--- config.mk ---
export PLATFORM = sky130hd
export DESIGN_NAME = mult_div_unit
export DESIGN_NICKNAME = d
export VERILOG_FILES = /design/src/rtl/mult_div_unit.sv
export SDC_FILE = /design/constraint.sdc
export NUM_CORES = 1
export LEC_CHECK = 0
export ABC_AREA = 0
export CORE_MARGIN = 3
export CORE_UTILIZATION = 25
export CTS_CLUSTER_SIZE = 40
export DETAILED_ROUTE_END_ITERATION = 7
export PLACE_DENSITY = 0.4
export SYNTH_ARGS = -nofsm -noshare
export SYNTH_HDL_FRONTEND = slang
export SYNTH_SLANG_ARGS = --single-unit
--- constraint.sdc ---
create_clock -name clk_i -period 4.8 [get_ports clk_i]
set_clock_uncertainty 0.05 [all_clocks]
set_input_delay 0.96 -clock clk_i [delete_from_list [all_inputs] [get_ports clk_i]]
set_output_delay 0.96 -clock clk_i [all_outputs]
set_load 0.1 [all_outputs]
--- src/rtl/mult_div_unit.sv ---
// Iterative multiply/divide unit for the RV32M operations.
// One operand pair is processed at a time through IDLE -> PREP -> CALC -> FIX -> DONE.
// A 32-step shift-add multiplier and a 32-step restoring divider share one 64-bit accumulator.
module mult_div_unit #(
    parameter int unsigned DATA_WIDTH = 32
) (
    input  logic                  clk_i,
    input  logic                  rst_i,
    input  logic                  start_i,
    input  logic [2:0]            mdu_op_i,
    input  logic [DATA_WIDTH-1:0] operand_a_i,
    input  logic [DATA_WIDTH-1:0] operand_b_i,
    input  logic                  kill_i,
    output logic [DATA_WIDTH-1:0] result_o,
    output logic                  valid_o,
    output logic                  busy_o
);

    localparam int unsigned W   = DATA_WIDTH;
    localparam int unsigned AW  = 2 * DATA_WIDTH;
    localparam int unsigned CW  = 6;
    localparam logic [CW-1:0] ITER     = CW'(W);
    localparam logic [W-1:0]  MIN_NEG  = {1'b1, {(W-1){1'b0}}};
    localparam logic [W-1:0]  ALL_ONES = {W{1'b1}};

    localparam logic [2:0] OP_MUL    = 3'b000;
    localparam logic [2:0] OP_MULH   = 3'b001;
    localparam logic [2:0] OP_MULHSU = 3'b010;
    localparam logic [2:0] OP_MULHU  = 3'b011;
    localparam logic [2:0] OP_DIV    = 3'b100;
    localparam logic [2:0] OP_DIVU   = 3'b101;
    localparam logic [2:0] OP_REM    = 3'b110;
    localparam logic [2:0] OP_REMU   = 3'b111;

    typedef enum logic [2:0] {
        S_IDLE = 3'd0,
        S_PREP = 3'd1,
        S_CALC = 3'd2,
        S_FIX  = 3'd3,
        S_DONE = 3'd4
    } state_e;

    state_e          state_q,   state_d;
    logic [2:0]      op_q,      op_d;
    logic [W-1:0]    a_q,       a_d;
    logic [W-1:0]    b_q,       b_d;
    logic [W-1:0]    mcand_q,   mcand_d;
    logic [AW-1:0]   acc_q,     acc_d;
    logic            neg_q,     neg_d;
    logic            rem_neg_q, rem_neg_d;
    logic [CW-1:0]   cnt_q,     cnt_d;
    logic [W-1:0]    result_q,  result_d;
    logic            valid_q,   valid_d;
    logic            busy_q,    busy_d;

    // Operand conditioning signals used in PREP
    logic            is_div;
    logic            a_signed;
    logic            b_signed;
    logic            a_neg;
    logic            b_neg;
    logic [W-1:0]    a_mag;
    logic [W-1:0]    b_mag;
    logic            div_zero;
    logic            div_ovf;
    logic [W-1:0]    special_res;

    // Iteration step signals used in CALC
    logic [W:0]      mul_sum;
    logic [W:0]      mul_add;
    logic [AW-1:0]   mul_next;
    logic [W:0]      div_shift;
    logic            div_ge;
    logic [W-1:0]    div_trial;
    logic [W-1:0]    div_rem;
    logic [AW-1:0]   div_next;

    // Sign correction signals used in FIX
    logic [AW-1:0]   prod_fix;
    logic [W-1:0]    quo_raw;
    logic [W-1:0]    rem_raw;
    logic [W-1:0]    fix_res;

    // Operand signedness, magnitudes and the results that bypass the iteration
    always_comb begin
        is_div   = op_q[2];
        a_signed = (op_q == OP_MULH) || (op_q == OP_MULHSU) ||
                   (op_q == OP_DIV)  || (op_q == OP_REM);
        b_signed = (op_q == OP_MULH) || (op_q == OP_DIV) || (op_q == OP_REM);
        a_neg    = a_signed & a_q[W-1];
        b_neg    = b_signed & b_q[W-1];
        a_mag    = a_neg ? (-a_q) : a_q;
        b_mag    = b_neg ? (-b_q) : b_q;
        div_zero = is_div && (b_q == '0);
        div_ovf  = ((op_q == OP_DIV) || (op_q == OP_REM)) &&
                   (a_q == MIN_NEG) && (b_q == ALL_ONES);

        special_res = '0;
        if (div_zero) begin
            // Quotient saturates to all ones; remainder is the dividend
            special_res = op_q[1] ? a_q : ALL_ONES;
        end else if (div_ovf) begin
            // Most-negative / -1 wraps back to itself with zero remainder
            special_res = op_q[1] ? '0 : MIN_NEG;
        end
    end

    // One shift-add multiply step and one restoring divide step on the accumulator
    always_comb begin
        // Multiply: acc = {partial high, remaining multiplier bits}
        mul_sum  = {1'b0, acc_q[AW-1:W]} + {1'b0, mcand_q};
        mul_add  = acc_q[0] ? mul_sum : {1'b0, acc_q[AW-1:W]};
        mul_next = {mul_add, acc_q[W-1:1]};

        // Divide: acc = {partial remainder, dividend bits becoming quotient bits}
        div_shift = acc_q[AW-1:W-1];
        div_ge    = div_shift >= {1'b0, mcand_q};
        div_trial = div_shift[W-1:0] - mcand_q;
        div_rem   = div_ge ? div_trial : div_shift[W-1:0];
        div_next  = {div_rem, acc_q[W-2:0], div_ge};
    end

    // Sign fix-up and result selection once the iteration is complete
    always_comb begin
        prod_fix = neg_q ? (-acc_q) : acc_q;
        quo_raw  = acc_q[W-1:0];
        rem_raw  = acc_q[AW-1:W];
        unique case (op_q)
            OP_MUL:                       fix_res = prod_fix[W-1:0];
            OP_MULH, OP_MULHSU, OP_MULHU: fix_res = prod_fix[AW-1:W];
            OP_DIV, OP_DIVU:              fix_res = neg_q ? (-quo_raw) : quo_raw;
            OP_REM, OP_REMU:              fix_res = rem_neg_q ? (-rem_raw) : rem_raw;
            default:                      fix_res = '0;
        endcase
    end

    // Next-state and next-output logic for the sequencer
    always_comb begin
        state_d   = state_q;
        op_d      = op_q;
        a_d       = a_q;
        b_d       = b_q;
        mcand_d   = mcand_q;
        acc_d     = acc_q;
        neg_d     = neg_q;
        rem_neg_d = rem_neg_q;
        cnt_d     = cnt_q;
        result_d  = result_q;
        valid_d   = 1'b0;

        unique case (state_q)
            S_IDLE: begin
                // A simultaneous kill suppresses acceptance
                if (start_i && !kill_i) begin
                    op_d    = mdu_op_i;
                    a_d     = operand_a_i;
                    b_d     = operand_b_i;
                    state_d = S_PREP;
                end
            end
            S_PREP: begin
                if (kill_i) begin
                    state_d = S_IDLE;
                end else if (div_zero || div_ovf) begin
                    result_d = special_res;
                    valid_d  = 1'b1;
                    state_d  = S_DONE;
                end else begin
                    if (is_div) begin
                        mcand_d   = b_mag;
                        neg_d     = a_neg ^ b_neg;
                        rem_neg_d = a_neg;
                    end else begin
                        mcand_d   = a_mag;
                        neg_d     = a_neg ^ b_neg;
                        rem_neg_d = 1'b0;
                    end
                    acc_d   = {{W{1'b0}}, is_div ? a_mag : b_mag};
                    cnt_d   = ITER;
                    state_d = S_CALC;
                end
            end
            S_CALC: begin
                if (kill_i) begin
                    state_d = S_IDLE;
                end else begin
                    acc_d = is_div ? div_next : mul_next;
                    cnt_d = cnt_q - CW'(1);
                    if (cnt_q <= CW'(1)) begin
                        state_d = S_FIX;
                    end
                end
            end
            S_FIX: begin
                if (kill_i) begin
                    state_d = S_IDLE;
                end else begin
                    result_d = fix_res;
                    valid_d  = 1'b1;
                    state_d  = S_DONE;
                end
            end
            S_DONE: begin
                // The valid pulse is already out; kill has nothing left to cancel
                state_d = S_IDLE;
            end
            default: begin
                state_d = S_IDLE;
            end
        endcase

        busy_d = (state_d != S_IDLE);
    end

    // State and datapath registers with synchronous reset
    always_ff @(posedge clk_i) begin
        if (rst_i) begin
            state_q   <= S_IDLE;
            op_q      <= '0;
            a_q       <= '0;
            b_q       <= '0;
            mcand_q   <= '0;
            acc_q     <= '0;
            neg_q     <= 1'b0;
            rem_neg_q <= 1'b0;
            cnt_q     <= '0;
            result_q  <= '0;
            valid_q   <= 1'b0;
            busy_q    <= 1'b0;
        end else begin
            state_q   <= state_d;
            op_q      <= op_d;
            a_q       <= a_d;
            b_q       <= b_d;
            mcand_q   <= mcand_d;
            acc_q     <= acc_d;
            neg_q     <= neg_d;
            rem_neg_q <= rem_neg_d;
            cnt_q     <= cnt_d;
            result_q  <= result_d;
            valid_q   <= valid_d;
            busy_q    <= busy_d;
        end
    end

    assign result_o = result_q;
    assign valid_o  = valid_q;
    assign busy_o   = busy_q;

endmodule

== Word level (Yosys, flattened, before mapping) ==
Index checks and enable logic that the tools add are counted.
Widths: inputs -> output; s select.

* Output and inout port bits: 34
* Word-level logic and storage cells: 108
* Flip-flop bits (word level): 208
* Bits of input ports: 71

* Magnitude comparators: 2
* Bitwise operators: 5
* Equality and inequality tests: 17
* Mux-type cells: 39
* Add/sub/neg operators: 8
* Reduce and logical (&&, ||, !) cells: 25

{| class="wikitable"
|+ Operators by type and width
! operator !! number
|-
| $mux 32 || 14
|-
| $mux 64 || 5
|-
| $neg 32->32 || 4
|-
| $pmux 32 s4 || 1
|-
| $pmux 64 s2 || 1
|-
| $eq 32x32->1 const B || 2
|-
| $neg 64->64 || 1
|-
| $pmux 32 s2 || 1
|-
| $add 32x32->33 || 1
|-
| $ge 33x32->1 || 1
|-
| $mux 33 || 1
|-
| $logic_not 32->1 || 1
|-
| $sub 32x32->32 || 1
|-
| $mux 3 || 6
|-
| $mux 6 || 3
|-
| $eq 3x2->1 const B || 4
|-
| $eq 3x3->1 const B || 4
|-
| $pmux 3 s4 || 1
|-
| $pmux 6 s2 || 1
|-
| $ne 2x2->1 const B || 5
|-
| $reduce_and 4->1 || 2
|-
| $logic_or 1x1->1 || 7
|-
| $eq 3x1->1 const B || 2
|-
| $le 6x1->1 const B || 1
|-
| 15 further kinds || 26
|}

== Depth between registers and ports, before layout ==
* Depth after elaboration: 10
* Gate-level depth with buffers: 14
* Mapped depth without buffers: 13

== Worst setup path after synthesis ==
No wires, ideal clock.

* Kind: register to register
* Start: register mcand_q[12]
* End: register acc_q[62]
* Buffers on the path: 3
* Path slack: 1.582 ns
* Cell stages (with the launch flop): 14
* Arrival: 3.051 ns
* Path through: dfxtp_1 > inv_1 > ha_1 > clkbuf_1 > nand4_1 > a211oi_1 > o21ai_0 > a211o_1 > a21boi_0 > a21o_1 > clkbuf_1 > buf_1 > nand3_1 > a32o_1

* Word-level cells in the longest chain between the ends: 5

{| class="wikitable"
|+ Ends and longest elaborated chain
! item !! line !! text
|-
| start, declared || 47 || <nowiki>logic [W-1:0] mcand_q, mcand_d;</nowiki>
|-
| start signal, assigned || 235 || <nowiki>mcand_q <= mcand_d;</nowiki>
|-
| $add 32x32->33, or another cell as far along || 111 || <nowiki>mul_sum = {1'b0, acc_q[AW-1:W]} + {1'b0, mcand_q};</nowiki>
|-
| $mux 33 or $mux 32 (tied branches) || 112, 119 ||
|-
| $mux 64 (*) || 187 || <nowiki>acc_d = is_div ? div_next : mul_next;</nowiki>
|-
| $mux 64 (*) || 184 || <nowiki>if (kill_i) begin</nowiki>
|-
| $pmux 64 s2 (*) || 151 || <nowiki>unique case (state_q)</nowiki>
|-
| end signal, assigned || 223 || <nowiki>acc_q <= '0;</nowiki>
|-
| end signal, assigned || 236 || <nowiki>acc_q <= acc_d;</nowiki>
|-
| end, declared || 48 || <nowiki>logic [AW-1:0] acc_q, acc_d;</nowiki>
|}

Mark *: on every way between the ends. The rest lies on a longest branch, timed or not. The select of a mux whose other input is x is not followed.
A chain may end at the register's enable or synchronous reset.

== Worst setup path in the final report ==
* Start: register a_q[10]
* End: register mcand_q[9]

* Word-level cells in the longest chain between the ends: 6

{| class="wikitable"
|+ Ends and longest elaborated chain
! item !! line !! text
|-
| start, declared || 45 || <nowiki>logic [W-1:0] a_q, a_d;</nowiki>
|-
| start signal, assigned || 220 || <nowiki>a_q <= '0;</nowiki>
|-
| start signal, assigned || 233 || <nowiki>a_q <= a_d;</nowiki>
|-
| $eq 32x32->1 || 96 || <nowiki>(a_q == MIN_NEG) && (b_q == ALL_ONES);</nowiki>
|-
| $logic_and 1x1->1 || 95 || <nowiki>div_ovf = ((op_q == OP_DIV) || (op_q == OP_REM)) &&</nowiki>
|-
| $logic_and 1x1->1 || 96 ||
|-
| $logic_or 1x1->1 || 164 || <nowiki>end else if (div_zero || div_ovf) begin</nowiki>
|-
| $not 1->1 (no line) || - ||
|-
| $reduce_and 3->1 (no line) || - ||
|}

No other way between the ends.

==> summary.txt <==
Clock network
  – Number of gates resized after cts: 0
  – Clock insertion delay at the later pin of the skew report: 0.59 ns
  – Clock Root Buffer: clkbuf_16
  – Hold_buf cts: 0
  – Clock tree from TritonCTS: done
  – CTS Buf Count: 27
  – Number of sinks handled by clock tree synthesis: 208
  – Clk buf depth: 3
  – Post-CTS setup buffer count: 0
  – Clock transition at the registers of the reported paths: 0.06 ns
  – H-tree depth: 1

GRT
  – Maximum number of pins on one net before global-route repair: 71
  – Initial antenna violation count: 0
  – Via count of the first global-routing pass: 17098
  – First-pass GRT wire length: 115000 um
  – Leftover overflow at the end of global routing: 0
  – Overall track demand over capacity in global routing: 21.5%

Hold path
  – HP Class: reg2reg

Synthesis
  – Synth Instances: 2345
  – Number of synthesis warnings: 0
  – Synthesized flop and latch total: 208
  – Share of the yosys chip area belonging to registers: 24.8%
  – EDFF count, synth: 0
  – Net Count, Synth: 2489
  – Top flip-flop cell by instance count after synthesis: dfxtp_1
  – Ys async rst share: 0%
  – Number of distinct standard cells referenced by the synthesized netlist: 78
  – Mapped cell area: 16800 um^2
  – Synthesized area per cell: 7.17 um^2

Floorplan
  – Io pins: 105
  – DIE AREA: 70400 um^2
  – Site Rows: 94
  – Starting utilization of the core area: 25.4%
  – Core Footprint: 66200 um^2
  – Die Ht: 265 um
  – Width of the chip: 265 um

Detailed routing
  – Overall via count from detail_route: 18052
  – Mean number of vias per cell: 5.57
  – Wirelength per Cell: 24.2 um
  – First-pass iteration count of the detailed router: 8
  – Met3 wire length: 5540 um
  – Drt drc: 0
  – Remaining antenna violation count: 0
  – Detail Route met2 WL: 34400 um
  – Routed metal-1 wire length: 35600 um
  – Total Wirelength: 78500 um
  – Highest metal layer used by the detailed router: met4
  – Starting DRC count in detailed routing: 1826

Cells and area
  – Total area of sequential cells: 4170 um^2
  – Util after Layout: 29.6%
  – Area of the multi-input gates: 11700 um^2
  – Share of post-route cells with drive strength above 1: 6.90%
  – Number of standard cells in the final layout excluding fillers: 3240
  – Post-synthesis to final-layout area growth: 16.7%
  – Filler cell count: 7196
  – Total inserted antenna cells: 0
  – Number of nets in the layout: 2499

Setup path
  – Most common cell on crit path: buf_4
  – Critical path buffers and inverters: 2
  – Origin of the critical flop-to-flop path: a_q[10]$_SDFFE_PP0P_
  – Startpoint type of the worst setup path: flip-flop
  – Worst-case reg-to-reg path depth: 10
  – Capturing element of the worst setup path: mcand_q[9]$_SDFFE_PP0P_
  – Flop-to-flop setup slack: 0.70 ns
  – Category of cells accounting for the largest share of critical-path delay: simple AND/OR/NAND/NOR gates
  – Crit path launch: a_q[10]$_SDFFE_PP0P_
  – Cell count along the critical path: 10
  – Critical-path cell list: or4_1, nor4_2, nand3_1, o32ai_1, or3_2, buf_4, buf_4, a211oi_1, a21oi_1, nor2_1
  – Category of the most critical setup path: reg2reg
  – Crit path DAT: 4.49 ns
  – CP peak stage delay: 0.61 ns
  – Worst endpoint required time: 5.20 ns
  – Critical path fanouts, max: 28
  – Reg-to-reg endpoint: mcand_q[9]$_SDFFE_PP0P_
  – Kind of end point of the critical path: flip-flop
  – Cell at the slowest stage of the critical path: or4_1

Power and ir drop
  – Peak ir drop on the vdd network: 0.248 mV
  – Internal portion of total power: 3.34 mW
  – Sequential cell fraction of total power: 37.4%
  – NetSw: 1.65 mW
  – Static leakage: 7.28 nW
  – Clock power share: 42.4%
  – Share of power burned in combinational logic: 20.2%
  – Switching share of power: 33.0%
  – Pwr per Cell Area: 254 nW/um^2

Placed design
  – Buffers on Ports: 104
  – Pre-CTS WS: 0.853 ns
  – Inst Count DP: 3190
  – DP Wirelength: 60100 um
  – RD Place Congestion: 0.932

STA
  – Worst rel slew slack: 31.5%
  – Setup repair after global routing missed its margin: false
  – Final count of hold timing violations: 0
  – Maximum achievable frequency: 244 MHz
  – Final count of pins violating max slew: 0
  – Worst-margin pin slew: 1.02 ns
  – Setup-failing EPs final: 0
  – Post-route clock period utilization: 85.4%
  – Minimum setup slack in the final design: 0.701 ns
  – Setup_tns: 0 ns
  – Final critical path time including I/O delays and setup: 4.10 ns

Job
  – Number of maximum-capacitance constraint violations: 0

Status
  – Result of the run: completed
metrics by stage:
step / hold slack (ns) / power, mW / area (um^2)
2_1_floorplan: 0.399 / 2.51 / 16800
3_3_place_gp: 0.402 / 2.90 / 18700
3_5_place_dp: 0.405 / 2.90 / 18700
4_1_cts: 0.414 / 5.03 / 19600
5_1_grt: 0.435 / 5.20 / 19600
6_report: 0.407 / 4.99 / 19600
worst register-to-register path: stages (launching register included):
cell and delay (ns):
dfxtp_1 0.36, or4_1 0.61, nor4_2 0.50, nand3_1 0.32
o32ai_1 0.62, or3_2 0.25, buf_4 0.40, buf_4 0.46
a211oi_1 0.17, a21oi_1 0.19, nor2_1 0.05
cell usage after synthesis (8+ instances only):
cell | number | area share [%]
and3_1 | 15 | 0.56
o41ai_1 | 17 | 0.89
o211ai_1 | 43 | 1.9
ha_1 | 71 | 5.3
o22ai_1 | 17 | 0.63
xor2_1 | 90 | 4.7
buf_2 | 12 | 0.36
a21o_1 | 28 | 1.3
dfxtp_1 | 208 | 25
o21bai_1 | 8 | 0.36
a32o_1 | 9 | 0.54
a21oi_1 | 233 | 6.9
mux4_2 | 11 | 1.5
nand3b_1 | 8 | 0.36
o31ai_1 | 26 | 1.2
xnor2_1 | 93 | 4.8
o21a_1 | 8 | 0.36
mux2_2 | 9 | 0.60
o31a_1 | 9 | 0.47
nand4_1 | 19 | 0.71
buf_1 | 17 | 0.38
a211oi_1 | 44 | 2.0
inv_1 | 66 | 1.5
a22oi_1 | 13 | 0.58
a31oi_1 | 28 | 1.0
nand3_1 | 31 | 0.92
or3_1 | 31 | 1.2
o221ai_1 | 11 | 0.57
a311oi_1 | 19 | 0.99
nor4_1 | 21 | 0.78
clkbuf_1 | 151 | 3.4
nand2_1 | 301 | 6.7
nor3_1 | 83 | 2.5
or2_2 | 9 | 0.33
o21ai_0 | 140 | 4.2
nor2_1 | 276 | 6.2
nand2b_1 | 19 | 0.71
mux2i_1 | 33 | 2.0
or4_1 | 17 | 0.76
routing by layer:
metal  vias to the layer above  track usage (%)
met5                         -                0
met4                         0             7.55
met3                       115             3.61
met2                       704             33.3
met1                      8753             30.1
li1                       8480                -
area by class of cell:
type,instances,share of cell area (%)
clock buffer,35,3.80
clock inverter,15,0.804
inverter,67,1.28
multi-input combinational,1888,59.8
sequential,208,21.3
tap,864,5.51
timing repair buffer,163,7.57
state kept, by name (all words and copies together) (netlist names), 3 cells and up:
name,count
acc_q,64
a_q,32
b_q,32
mcand_q,32
result_o,32
cnt_q,6
op_q,3
state_q,3
worst min path at each step:
stage,from,endpoint,slack [ns],depth (start not counted)
4_1_cts,result_o[31]$_SDFFE_PP0P_,result_o[31]$_SDFFE_PP0P_,0.41,2
6_report,result_o[31]$_SDFFE_PP0P_,result_o[31]$_SDFFE_PP0P_,0.41,2
5_1_grt,result_o[4]$_SDFFE_PP0P_,result_o[4]$_SDFFE_PP0P_,0.43,2
2_1_floorplan,mcand_q[25]$_SDFFE_PP0P_,mcand_q[25]$_SDFFE_PP0P_,0.40,2
3_3_place_gp,result_o[31]$_SDFFE_PP0P_,result_o[31]$_SDFFE_PP0P_,0.40,2
3_5_place_dp,result_o[31]$_SDFFE_PP0P_,result_o[31]$_SDFFE_PP0P_,0.41,2
kinds of logic (layout without fill, tap and decap cells):
logic type | Yosys count | in the layout | share of synthesized area [%]
xor+xnor | 183 | 183 | 9.53
simple gates | 871 | 871 | 23.6
buf+inv | 249 | 280 | 5.70
compound gates | 708 | 708 | 26.8
flops | 208 | 208 | 24.8
mux | 53 | 53 | 4.04
fa+ha+maj | 73 | 73 | 5.52
cells in the final DEF (no fill, tap or decap), drive strengths merged, types with 13 or more instances in the layout:
cell,n
xor2,90
and3,15
o211ai,43
nand3,31
nor2,277
o22ai,17
xnor2,93
o31ai,26
buf,60
mux2i,33
or4,20
clkbuf,35
a22oi,13
clkdlybuf4s50,103
nand4,19
or3,31
nand2b,19
a211oi,44
nor3,83
ha,71
a311oi,19
a21o,28
inv,67
a31oi,28
dfxtp,208
o41ai,18
o21ai,143
a21oi,233
nand2,301
nor4,23
power groups by stage:
stage	clock, mW	sequential [mW]	combinational [mW]
floorplan	0	1.87	0.641
global placement	0	1.90	0.996
detailed placement	0	1.90	0.992
CTS	2.17	1.87	0.997
global route	2.23	1.87	1.09
finish	2.12	1.87	1.01
Note: power is estimated with default switching activity, not from simulation.
